## config.mk

```make
export PLATFORM = sky130hd
export DESIGN_NAME = ps2_host_tx
export DESIGN_NICKNAME = d
export VERILOG_FILES = /design/src/rtl/ps2_pkg.sv /design/src/rtl/ps2_line_filter.sv /design/src/rtl/ps2_host_tx.sv
export SDC_FILE = /design/constraint.sdc
export NUM_CORES = 1
export LEC_CHECK = 0
export ABC_AREA = 1
export CORE_MARGIN = 5
export CORE_UTILIZATION = 60
export DETAILED_ROUTE_END_ITERATION = 8
export HOLD_SLACK_MARGIN = 0.02
export PLACE_DENSITY = 0.77
export SYNTH_ARGS = -nofsm -noshare
export SYNTH_HDL_FRONTEND = slang
export SYNTH_HIERARCHICAL = 1
export SYNTH_SLANG_ARGS = --single-unit
```

## constraint.sdc

```tcl
create_clock -name CLK -period 2.35 [get_ports CLK]
set_input_delay 0.5875 -clock CLK [delete_from_list [all_inputs] [get_ports CLK]]
set_output_delay 0.5875 -clock CLK [all_outputs]
set_load 0.01 [all_outputs]
```

## src/rtl/ps2_pkg.sv

```systemverilog
// Shared PS/2 definitions: controller states, frame length, common command bytes.
package ps2_pkg;

  typedef enum logic [2:0] {
    IDLE,
    INHIBIT,
    RTS,
    SEND,
    WAIT_IDLE
  } ps2_state_e;

  localparam int unsigned PS2_FRAME_BITS = 11;

  localparam logic [7:0] PS2_CMD_SET_LEDS = 8'hED;
  localparam logic [7:0] PS2_CMD_ENABLE   = 8'hF4;
  localparam logic [7:0] PS2_CMD_RESET    = 8'hFF;
  localparam logic [7:0] PS2_ACK          = 8'hFA;

  function automatic logic odd_parity(input logic [7:0] d);
    return ~^d;
  endfunction

endpackage

```

## src/rtl/ps2_line_filter.sv

```systemverilog
// Synchronizes and debounces one PS/2 line; emits one-cycle strobes on filtered edges.
module ps2_line_filter #(
  parameter int unsigned FILTER_LEN = 8
) (
  input  logic clk,
  input  logic rst,
  input  logic raw,
  output logic level,
  output logic fall,
  output logic rise
);

  localparam int unsigned CW = $clog2(FILTER_LEN + 1);

  logic          meta;
  logic          sync;
  logic [CW-1:0] cnt;

  // Idle PS/2 lines are pulled high, so the filter starts from 1.
  always_ff @(posedge clk) begin
    if (rst) begin
      meta  <= 1'b1;
      sync  <= 1'b1;
      level <= 1'b1;
      cnt   <= '0;
      fall  <= 1'b0;
      rise  <= 1'b0;
    end else begin
      meta <= raw;
      sync <= meta;
      fall <= 1'b0;
      rise <= 1'b0;
      if (sync == level) begin
        cnt <= '0;
      end else if (cnt == CW'(FILTER_LEN - 1)) begin
        level <= sync;
        cnt   <= '0;
        fall  <= ~sync;
        rise  <= sync;
      end else begin
        cnt <= cnt + 1'b1;
      end
    end
  end

endmodule

```

## src/rtl/ps2_host_tx.sv

```systemverilog
// Host-to-device PS/2 command transmitter with open-drain line control and done/error pulses.
module ps2_host_tx
  import ps2_pkg::*;
#(
  parameter int unsigned INHIBIT_CYCLES = 10000,
  parameter int unsigned RTS_CYCLES     = 16,
  parameter int unsigned TIMEOUT_CYCLES = 2000000,
  parameter int unsigned FILTER_LEN     = 8
) (
  input  logic       CLK,
  input  logic       RST,
  input  logic       TX_START,
  input  logic [7:0] TX_DATA,
  output logic       TX_BUSY,
  output logic       TX_DONE,
  output logic       TX_ERR,
  input  logic       PS2_CLK_IN,
  input  logic       PS2_DATA_IN,
  output logic       PS2_CLK_OE,
  output logic       PS2_DATA_OE
);

  localparam int unsigned MAX_A   = (INHIBIT_CYCLES > RTS_CYCLES) ? INHIBIT_CYCLES : RTS_CYCLES;
  localparam int unsigned MAX_CNT = (MAX_A > TIMEOUT_CYCLES) ? MAX_A : TIMEOUT_CYCLES;
  localparam int unsigned CNT_W   = $clog2(MAX_CNT + 1);

  ps2_state_e       state_q, state_d;
  logic [7:0]       data_q, data_d;
  logic             par_q, par_d;
  logic [CNT_W-1:0] cnt_q, cnt_d;
  logic [3:0]       bit_q, bit_d;
  logic             clk_oe_q, clk_oe_d;
  logic             data_oe_q, data_oe_d;
  logic             busy_q, busy_d;
  logic             done_q, done_d;
  logic             err_q, err_d;

  logic clk_level, clk_fall, clk_rise;
  logic data_level, data_fall, data_rise;
  logic unused_strobes;

  ps2_line_filter #(.FILTER_LEN(FILTER_LEN)) u_clk_filter (
    .clk   (CLK),
    .rst   (RST),
    .raw   (PS2_CLK_IN),
    .level (clk_level),
    .fall  (clk_fall),
    .rise  (clk_rise)
  );

  ps2_line_filter #(.FILTER_LEN(FILTER_LEN)) u_data_filter (
    .clk   (CLK),
    .rst   (RST),
    .raw   (PS2_DATA_IN),
    .level (data_level),
    .fall  (data_fall),
    .rise  (data_rise)
  );

  assign unused_strobes = ^{clk_rise, data_fall, data_rise};

  assign TX_BUSY     = busy_q;
  assign TX_DONE     = done_q;
  assign TX_ERR      = err_q;
  assign PS2_CLK_OE  = clk_oe_q;
  assign PS2_DATA_OE = data_oe_q;

  always_ff @(posedge CLK) begin
    if (RST) begin
      state_q   <= IDLE;
      data_q    <= '0;
      par_q     <= 1'b0;
      cnt_q     <= '0;
      bit_q     <= '0;
      clk_oe_q  <= 1'b0;
      data_oe_q <= 1'b0;
      busy_q    <= 1'b0;
      done_q    <= 1'b0;
      err_q     <= 1'b0;
    end else begin
      state_q   <= state_d;
      data_q    <= data_d;
      par_q     <= par_d;
      cnt_q     <= cnt_d;
      bit_q     <= bit_d;
      clk_oe_q  <= clk_oe_d;
      data_oe_q <= data_oe_d;
      busy_q    <= busy_d;
      done_q    <= done_d;
      err_q     <= err_d;
    end
  end

  always_comb begin
    state_d   = state_q;
    data_d    = data_q;
    par_d     = par_q;
    cnt_d     = cnt_q;
    bit_d     = bit_q;
    clk_oe_d  = clk_oe_q;
    data_oe_d = data_oe_q;
    busy_d    = busy_q;
    done_d    = 1'b0;
    err_d     = 1'b0;

    case (state_q)
      IDLE: begin
        clk_oe_d  = 1'b0;
        data_oe_d = 1'b0;
        busy_d    = 1'b0;
        if (TX_START) begin
          data_d   = TX_DATA;
          par_d    = odd_parity(TX_DATA);
          cnt_d    = '0;
          bit_d    = '0;
          clk_oe_d = 1'b1;
          busy_d   = 1'b1;
          state_d  = INHIBIT;
        end
      end

      INHIBIT: begin
        if (cnt_q == CNT_W'(INHIBIT_CYCLES - 1)) begin
          cnt_d     = '0;
          data_oe_d = 1'b1;
          state_d   = RTS;
        end else begin
          cnt_d = cnt_q + 1'b1;
        end
      end

      RTS: begin
        if (cnt_q == CNT_W'(RTS_CYCLES - 1)) begin
          cnt_d    = '0;
          bit_d    = '0;
          clk_oe_d = 1'b0;
          state_d  = SEND;
        end else begin
          cnt_d = cnt_q + 1'b1;
        end
      end

      SEND: begin
        cnt_d = cnt_q + 1'b1;
        if (cnt_q == CNT_W'(TIMEOUT_CYCLES - 1)) begin
          clk_oe_d  = 1'b0;
          data_oe_d = 1'b0;
          busy_d    = 1'b0;
          err_d     = 1'b1;
          state_d   = IDLE;
        end else if (clk_fall) begin
          // bit_q counts falls already seen; this fall is bit n = bit_q + 1.
          bit_d = bit_q + 1'b1;
          if (bit_q < 4'd8) begin
            data_oe_d = ~data_q[bit_q[2:0]];
          end else if (bit_q == 4'd8) begin
            data_oe_d = ~par_q;
          end else if (bit_q == 4'(PS2_FRAME_BITS - 2)) begin
            data_oe_d = 1'b0;
          end else begin
            data_oe_d = 1'b0;
            if (!data_level) begin
              state_d = WAIT_IDLE;
            end else begin
              clk_oe_d = 1'b0;
              busy_d   = 1'b0;
              err_d    = 1'b1;
              state_d  = IDLE;
            end
          end
        end
      end

      WAIT_IDLE: begin
        cnt_d = cnt_q + 1'b1;
        if (cnt_q == CNT_W'(TIMEOUT_CYCLES - 1)) begin
          clk_oe_d  = 1'b0;
          data_oe_d = 1'b0;
          busy_d    = 1'b0;
          err_d     = 1'b1;
          state_d   = IDLE;
        end else if (clk_level && data_level) begin
          busy_d  = 1'b0;
          done_d  = 1'b1;
          state_d = IDLE;
        end
      end

      default: begin
        clk_oe_d  = 1'b0;
        data_oe_d = 1'b0;
        busy_d    = 1'b0;
        state_d   = IDLE;
      end
    endcase
  end

endmodule

```

==> flow_metrics.tcl, run 1 <==
set metrics [dict create \
    critPathArrivalTime_ps 2170 \
    core_area_sq_um 5140 \
    dieArea_sq_um 6910 \
    initial_core_util_pct 62.5 \
    ant_nets 0 \
    p_int_uw 1900 \
    grt_pass1_vias 2888 \
    setup-tns-final_ps 0 \
    finalCritPeriodShare_pct 83.2 \
    grt_overflow 0 \
    fin_crit_ps 1960 \
    cts_resized 0 \
    mostFrequentLayoutCell "nand2_1" \
    pwr-share-clk_pct 26.1 \
    tightest_slew_ps 537 \
    num_io_pins 18 \
    path_cells "ha_1, nand3_1, nor2_1, nand3_1, nand2_2, nand3_4, inv_2, nand2_2, nand2_2, nor2_1" \
    vias 3047 \
    wl_per_cell_um 12.2 \
    grt_max_degree 23 \
    p_sw_uw 1210 \
    dieWidth_um 83.2 \
    post-cts-setup-buffers 0 \
    cp_common_cell "nand2_2" \
    drt-pass1-iter-count 5 \
    drc_errors 0 \
    status "completed" \
    timing.fmax_mhz 511 \
    io_buffers 17 \
    leakage_uw 0.00157 \
    cts.root.buffer_cell "clkbuf_8" \
    clock_sinks 57 \
    layout_common_cells "105 x nand2_1, 73 x nor2_1, 65 x inv_1" \
    grt_use_total_pct 21.7 \
    routed_wl_um 7090 \
    fin_nets 526 \
    rows 26 \
    antenna_cells 0 \
    finClkSkew_ps 7.03 \
    setup_slack_ps 395 \
    seq_power_share_pct 37.0 \
    clockBufferDepth 2 \
    comb_power_share_pct 37.0 \
    first_iter_violations 236 \
    slowest_stage "dfxtp_1" \
    drive_above_1_share_pct 11.1 \
    crit_path_start_kind "flip-flop" \
    finalSetupViolCount 0 \
    max_stage_delay_ps 370 \
    htreeDepth 3 \
    cts_tree "done" \
    clkSlewWorstSetupHoldPaths_ps 60 \
    endpoint_kind "flip-flop" \
    cts_buffers 9 \
    place.gp.congestion 0.930 \
    rsz0062_at_grt "no" \
    syn_avg_cell_area_sq_um 6.65 \
    max-cap-violations 0 \
    antenna_found_initial 0 \
    hpwl_um 5350 \
    clock_latency_ps 330 \
    grt_pass1_wl_um 12500 \
    ctsHoldBuffers 0 \
    pre_cts_ws_ps 206 \
    syn_inst 483 \
    synth_nets 502 \
    fill_cells 474 \
    peakVddDrop_mv 0.624 \
    power_density_nw_per_um2 859 \
    die_h_um 83.2 \
    synth_area_sq_um 3210 \
    via_per_inst 5.24 \
    area_growth_pct 12.6 \
    swShare_pct 38.8 \
    yosysWarnings 6 \
    whs_ps 418 \
    hold_viol_final 0 \
    cp_max_fo 12 \
    worst-setup-path-type "reg2reg" \
    cp.required_ps 2560 \
    max-slew-margin-rel_pct 64.2 \
    hold_path.class "reg2reg" \
    final_max_slew_viol_count 0 \
]
-- power groups by stage --
stage / Sequential [uW] / Clock, uW / Combinational (uW)
final: 1150 / 809 / 1150
after global routing: 1160 / 870 / 1310
after CTS: 1150 / 822 / 1150
after detailed placement: 1170 / 0 / 1140
after global placement: 1170 / 0 / 1120
after floorplan: 1160 / 0 / 899
-- final timing paths --
kind / from / endpoint / slack (ps) / cells past startpoint
setup / recovery: cnt_q[0] / cnt_q[20] / 390 / 10
hold / removal: u_data_filter/meta / u_data_filter/sync / 420 / 1
setup reg to reg: cnt_q[0] / cnt_q[20] / 390 / 10
hold reg to reg: u_data_filter/meta / u_data_filter/sync / 420 / 1
-- stage by stage --
| stage | std cells | total power, uW | instance area [sq um] | util [%] |
|---|---|---|---|---|
| finish | 582 | 3110 | 3620 | 70.4 |
| detailed placement | 566 | 2310 | 3440 | 67.0 |
| global route | 582 | 3340 | 3620 | 70.4 |
| floorplan | 483 | 2060 | 3210 | - |
| global placement | 566 | 2290 | 3440 | 67.0 |
| CTS | 582 | 3120 | 3620 | 70.4 |
-- cell type report --
type                    count  area (sq um)  area share [%]
well taps                  70          87.6            2.42
repair buffers             20           193            5.33
clock inverters             3          15.0           0.415
multi-input cells         348          1750            48.5
flip-flops and latches     57          1140            31.6
inverters                  71           267            7.37
clock buffers              13           159            4.39
-- critical path, delay by kind of cell, from the launching register on --
family / cells / cell delay [ps]
AND/OR/NAND/NOR: 8 / 1100
buffers and inverters: 1 / 90
adder cells (fa/ha/maj): 1 / 270
flip-flops: 1 / 370
-- layer usage --
| metal | track usage (%) | share of wire (%) | up-vias |
|---|---|---|---|
| li1 | - | - | 1585 |
| met1 | 27.5 | 46 | 1353 |
| met2 | 35.2 | 47 | 95 |
| met3 | 5.45 | 5.5 | 14 |
| met4 | 8.62 | 1.7 | 0 |
| met5 | 0 | 0 | - |
-- sequential cells by signal (all words and copies together), names as in the netlist, 3 cells and up --
register,cells
bit_q,4
u_clk_filter/cnt,4
state_q,3
u_data_filter/cnt,4
cnt_q,21
data_q,8
No activity file was read; power rests on OpenSTA's default activity.
==> run 2: changes to the inputs <==
--- a/config.mk
+++ b/config.mk
@@ -7,10 +7,10 @@
 export LEC_CHECK = 0
 export ABC_AREA = 1
 export CORE_MARGIN = 5
-export CORE_UTILIZATION = 60
+export CORE_UTILIZATION = 54
 export DETAILED_ROUTE_END_ITERATION = 8
 export HOLD_SLACK_MARGIN = 0.02
-export PLACE_DENSITY = 0.77
+export PLACE_DENSITY = 0.73
 export SYNTH_ARGS = -nofsm -noshare
 export SYNTH_HDL_FRONTEND = slang
 export SYNTH_HIERARCHICAL = 1
==> constraint.sdc (replaced) <==
create_clock -name CLK -period 1.6 [get_ports CLK]
set_input_delay 0.4 -clock CLK [delete_from_list [all_inputs] [get_ports CLK]]
set_output_delay 0.4 -clock CLK [all_outputs]
set_load 0.01 [all_outputs]
==> run 2 against run 1 <==
  * Hold slack lost 5.0 ps
  * Worst setup slack got worse by 450 ps
  * Non-clock buffer count grew 42
  * Critical path type unchanged
  * Global-route usage rose by 1.5 points
  * The flow now finishes with violations (setup timing)
  * Cell area is 20% higher
  * Power is 87% higher
  * Highest routed layer unchanged
==> flow_metrics.tcl, run 2 (synthesis gave the netlist of run 1 again) <==
set metrics [dict create \
    via_per_inst 5.24 \
    routed_wl_um 8570 \
    die_h_um 87.1 \
    timing.fmax_mhz 604 \
    tightest_slew_ps 364 \
    clkSlewWorstSetupHoldPaths_ps 70 \
    rows 28 \
    place.gp.congestion 0.961 \
    r2r_end "cnt_q[20]" \
    antenna_cells 0 \
    max_stage_delay_ps 440 \
    reg_top3 "cnt_q: 21 flops, data_q: 8 flops" \
    reg2reg_slack_ps -60 \
    max-cap-violations 0 \
    seq_power_share_pct 29.3 \
    peakVddDrop_mv 1.01 \
    whs_ps 413 \
    num_io_pins 18 \
    core_area_sq_um 5850 \
    swShare_pct 37.4 \
    worst-setup-path-type "reg2reg" \
    finalSetupViolCount 15 \
    drc_errors 0 \
    layout_common_cells "96 x nand2_1, 63 x inv_1, 59 x nor2_1" \
    fin_nets 568 \
    dieWidth_um 87.1 \
    clock_sinks 57 \
    finClkSkew_ps 11.0 \
    final_max_slew_viol_count 0 \
    cts_buffers 9 \
    max-slew-margin-rel_pct 75.7 \
    drive_above_1_share_pct 28.9 \
    grtUsageMet2_pct 36.9 \
    largest_register "cnt_q" \
    cp_max_fo 7 \
    initial_core_util_pct 54.9 \
    grt_pass1_vias 3059 \
    p_sw_uw 2170 \
    r2r_start "state_q[2]" \
    setup_slack_ps -55.2 \
    hpwl_um 6000 \
    reg2reg_depth 9 \
    path_cells "inv_1, nand2_1, nor2_2, nand2_2, nand2_4, inv_2, nand4_1, xor2_1, nor2_2" \
    grt_pass1_wl_um 13900 \
    wl_per_cell_um 13.6 \
    grt_max_degree 23 \
    mostFrequentLayoutCell "nand2_1" \
    final_cells 629 \
    cts_tree "done" \
    clock_latency_ps 340 \
    hold_viol_final 0 \
    dp_cells 606 \
    hold_path.class "reg2reg" \
    comb_power_share_pct 44.2 \
    critPathArrivalTime_ps 1870 \
    pwr-share-clk_pct 26.5 \
    violations "setup timing" \
    largest_register_ff_count 21 \
    worstHoldStart "u_clk_filter/meta" \
    slowest_stage "dfxtp_1" \
    ctsHoldBuffers 0 \
    crit_path_start_kind "flip-flop" \
    critPathTopFamily "simple AND/OR/NAND/NOR gates" \
    setup-tns-final_ps -431 \
    grtUsageMet1_pct 31.5 \
    endpoint_kind "flip-flop" \
    antenna_found_initial 0 \
    cp.required_ps 1820 \
    grt_busiest_layer "met2" \
    use_met3_pct 3.78 \
    fin_crit_ps 1660 \
    area_growth_pct 35.3 \
    power_density_nw_per_um2 1340 \
    p_int_uw 3640 \
    rsz0062_at_grt "yes" \
    grt_use_total_pct 23.2 \
    cts.root.buffer_cell "clkbuf_8" \
    dieArea_sq_um 7590 \
    grt_overflow 0 \
    cp_common_cell "nor2_2" \
    htreeDepth 3 \
    drt-pass1-iter-count 5 \
    ant_nets 0 \
    clockBufferDepth 2 \
    vias 3297 \
    status "finished with violations" \
    min_delay_path_depth 1 \
    timing.critical_path.buf_inv 2 \
    io_buffers 17 \
    min_to "u_clk_filter/sync" \
    first_iter_violations 237 \
    finalCritPeriodShare_pct 103 \
    leakage_uw 0.00195 \
]
==> run 2: cell count changes in the layout (fill, tap and decap cells not counted), moves of 8 or more <==
cell     before  now
dfxtp_1      57   43
dfxtp_2       0   14
buf_4         3   38
nand2_4       1   10
nor2_1       73   59
nand2_1     105   96
nor2_2        6   14
==> run 2: area by class of cell <==
| type | count | area (sq um) |
|---|---|---|
| multi-input combinational | 348 | 2010 |
| fill | 453 | 1510 |
| sequential | 57 | 1160 |
| timing repair buffer | 62 | 584 |
| inverter | 71 | 272 |
| clock buffer | 11 | 151 |
| tap | 75 | 93.8 |
| clock inverter | 5 | 77.6 |
==> run 2: how the worst max path moves through the flow <==
stage / cells past startpoint / slack (ps) / end / start
2_1_floorplan: 11 / 20 / cnt_q[20] / cnt_q[0]
3_3_place_gp: 10 / -170 / cnt_q[3] / TX_START
3_5_place_dp: 9 / -220 / cnt_q[6] / TX_START
4_1_cts: 12 / -80 / state_q[1] / cnt_q[1]
5_1_grt: 11 / -150 / state_q[0] / cnt_q[12]
6_report: 9 / -60 / cnt_q[20] / state_q[2]
==> run 2: through the flow <==
stage	setup slack, ps	total power (uW)	util (%)	cell area (sq um)
after floorplan	19.7	3050	-	3220
after global placement	-169	3720	64.5	3770
after CTS	-75.3	5370	69.1	4040
after detailed placement	-225	3770	64.5	3770
final	-55.2	5810	74.3	4340
after global routing	-153	6150	74.3	4340
==> run 2: power by group through the flow <==
stage	clock network [uW]	registers, uW	logic [uW]
finish	1540	1710	2570
global route	1640	1720	2790
detailed placement	0	1720	2050
global placement	0	1710	2010
CTS	1560	1690	2120
floorplan	0	1720	1330
==> run 2: what timing repair did <==
action                                  4_1_cts  5_1_grt
endpoints found under the setup margin       30       36
endpoints found under the hold margin         0        0
cloned                                        0        1
pin swaps                                     6       17
resized for setup                            14       73
setup buffers                                 2        4
==> run 2: routing by layer <==
layer / vias to the layer above / wire length [um]
met5: - / 0
met2: 100 / 4140
met1: 1520 / 3770
met3: 14 / 502
met4: 0 / 153
li1: 1663 / -
==> run 2: worst reg2reg max path, delay by kind of cell, from the launching register on <==
| family | cells | cell delay (ps) |
|---|---|---|
| xor gates and xnor gates | 1 | 240 |
| buffers and inverters | 2 | 260 |
| DFF | 1 | 440 |
| and+or+nand+nor | 6 | 580 |
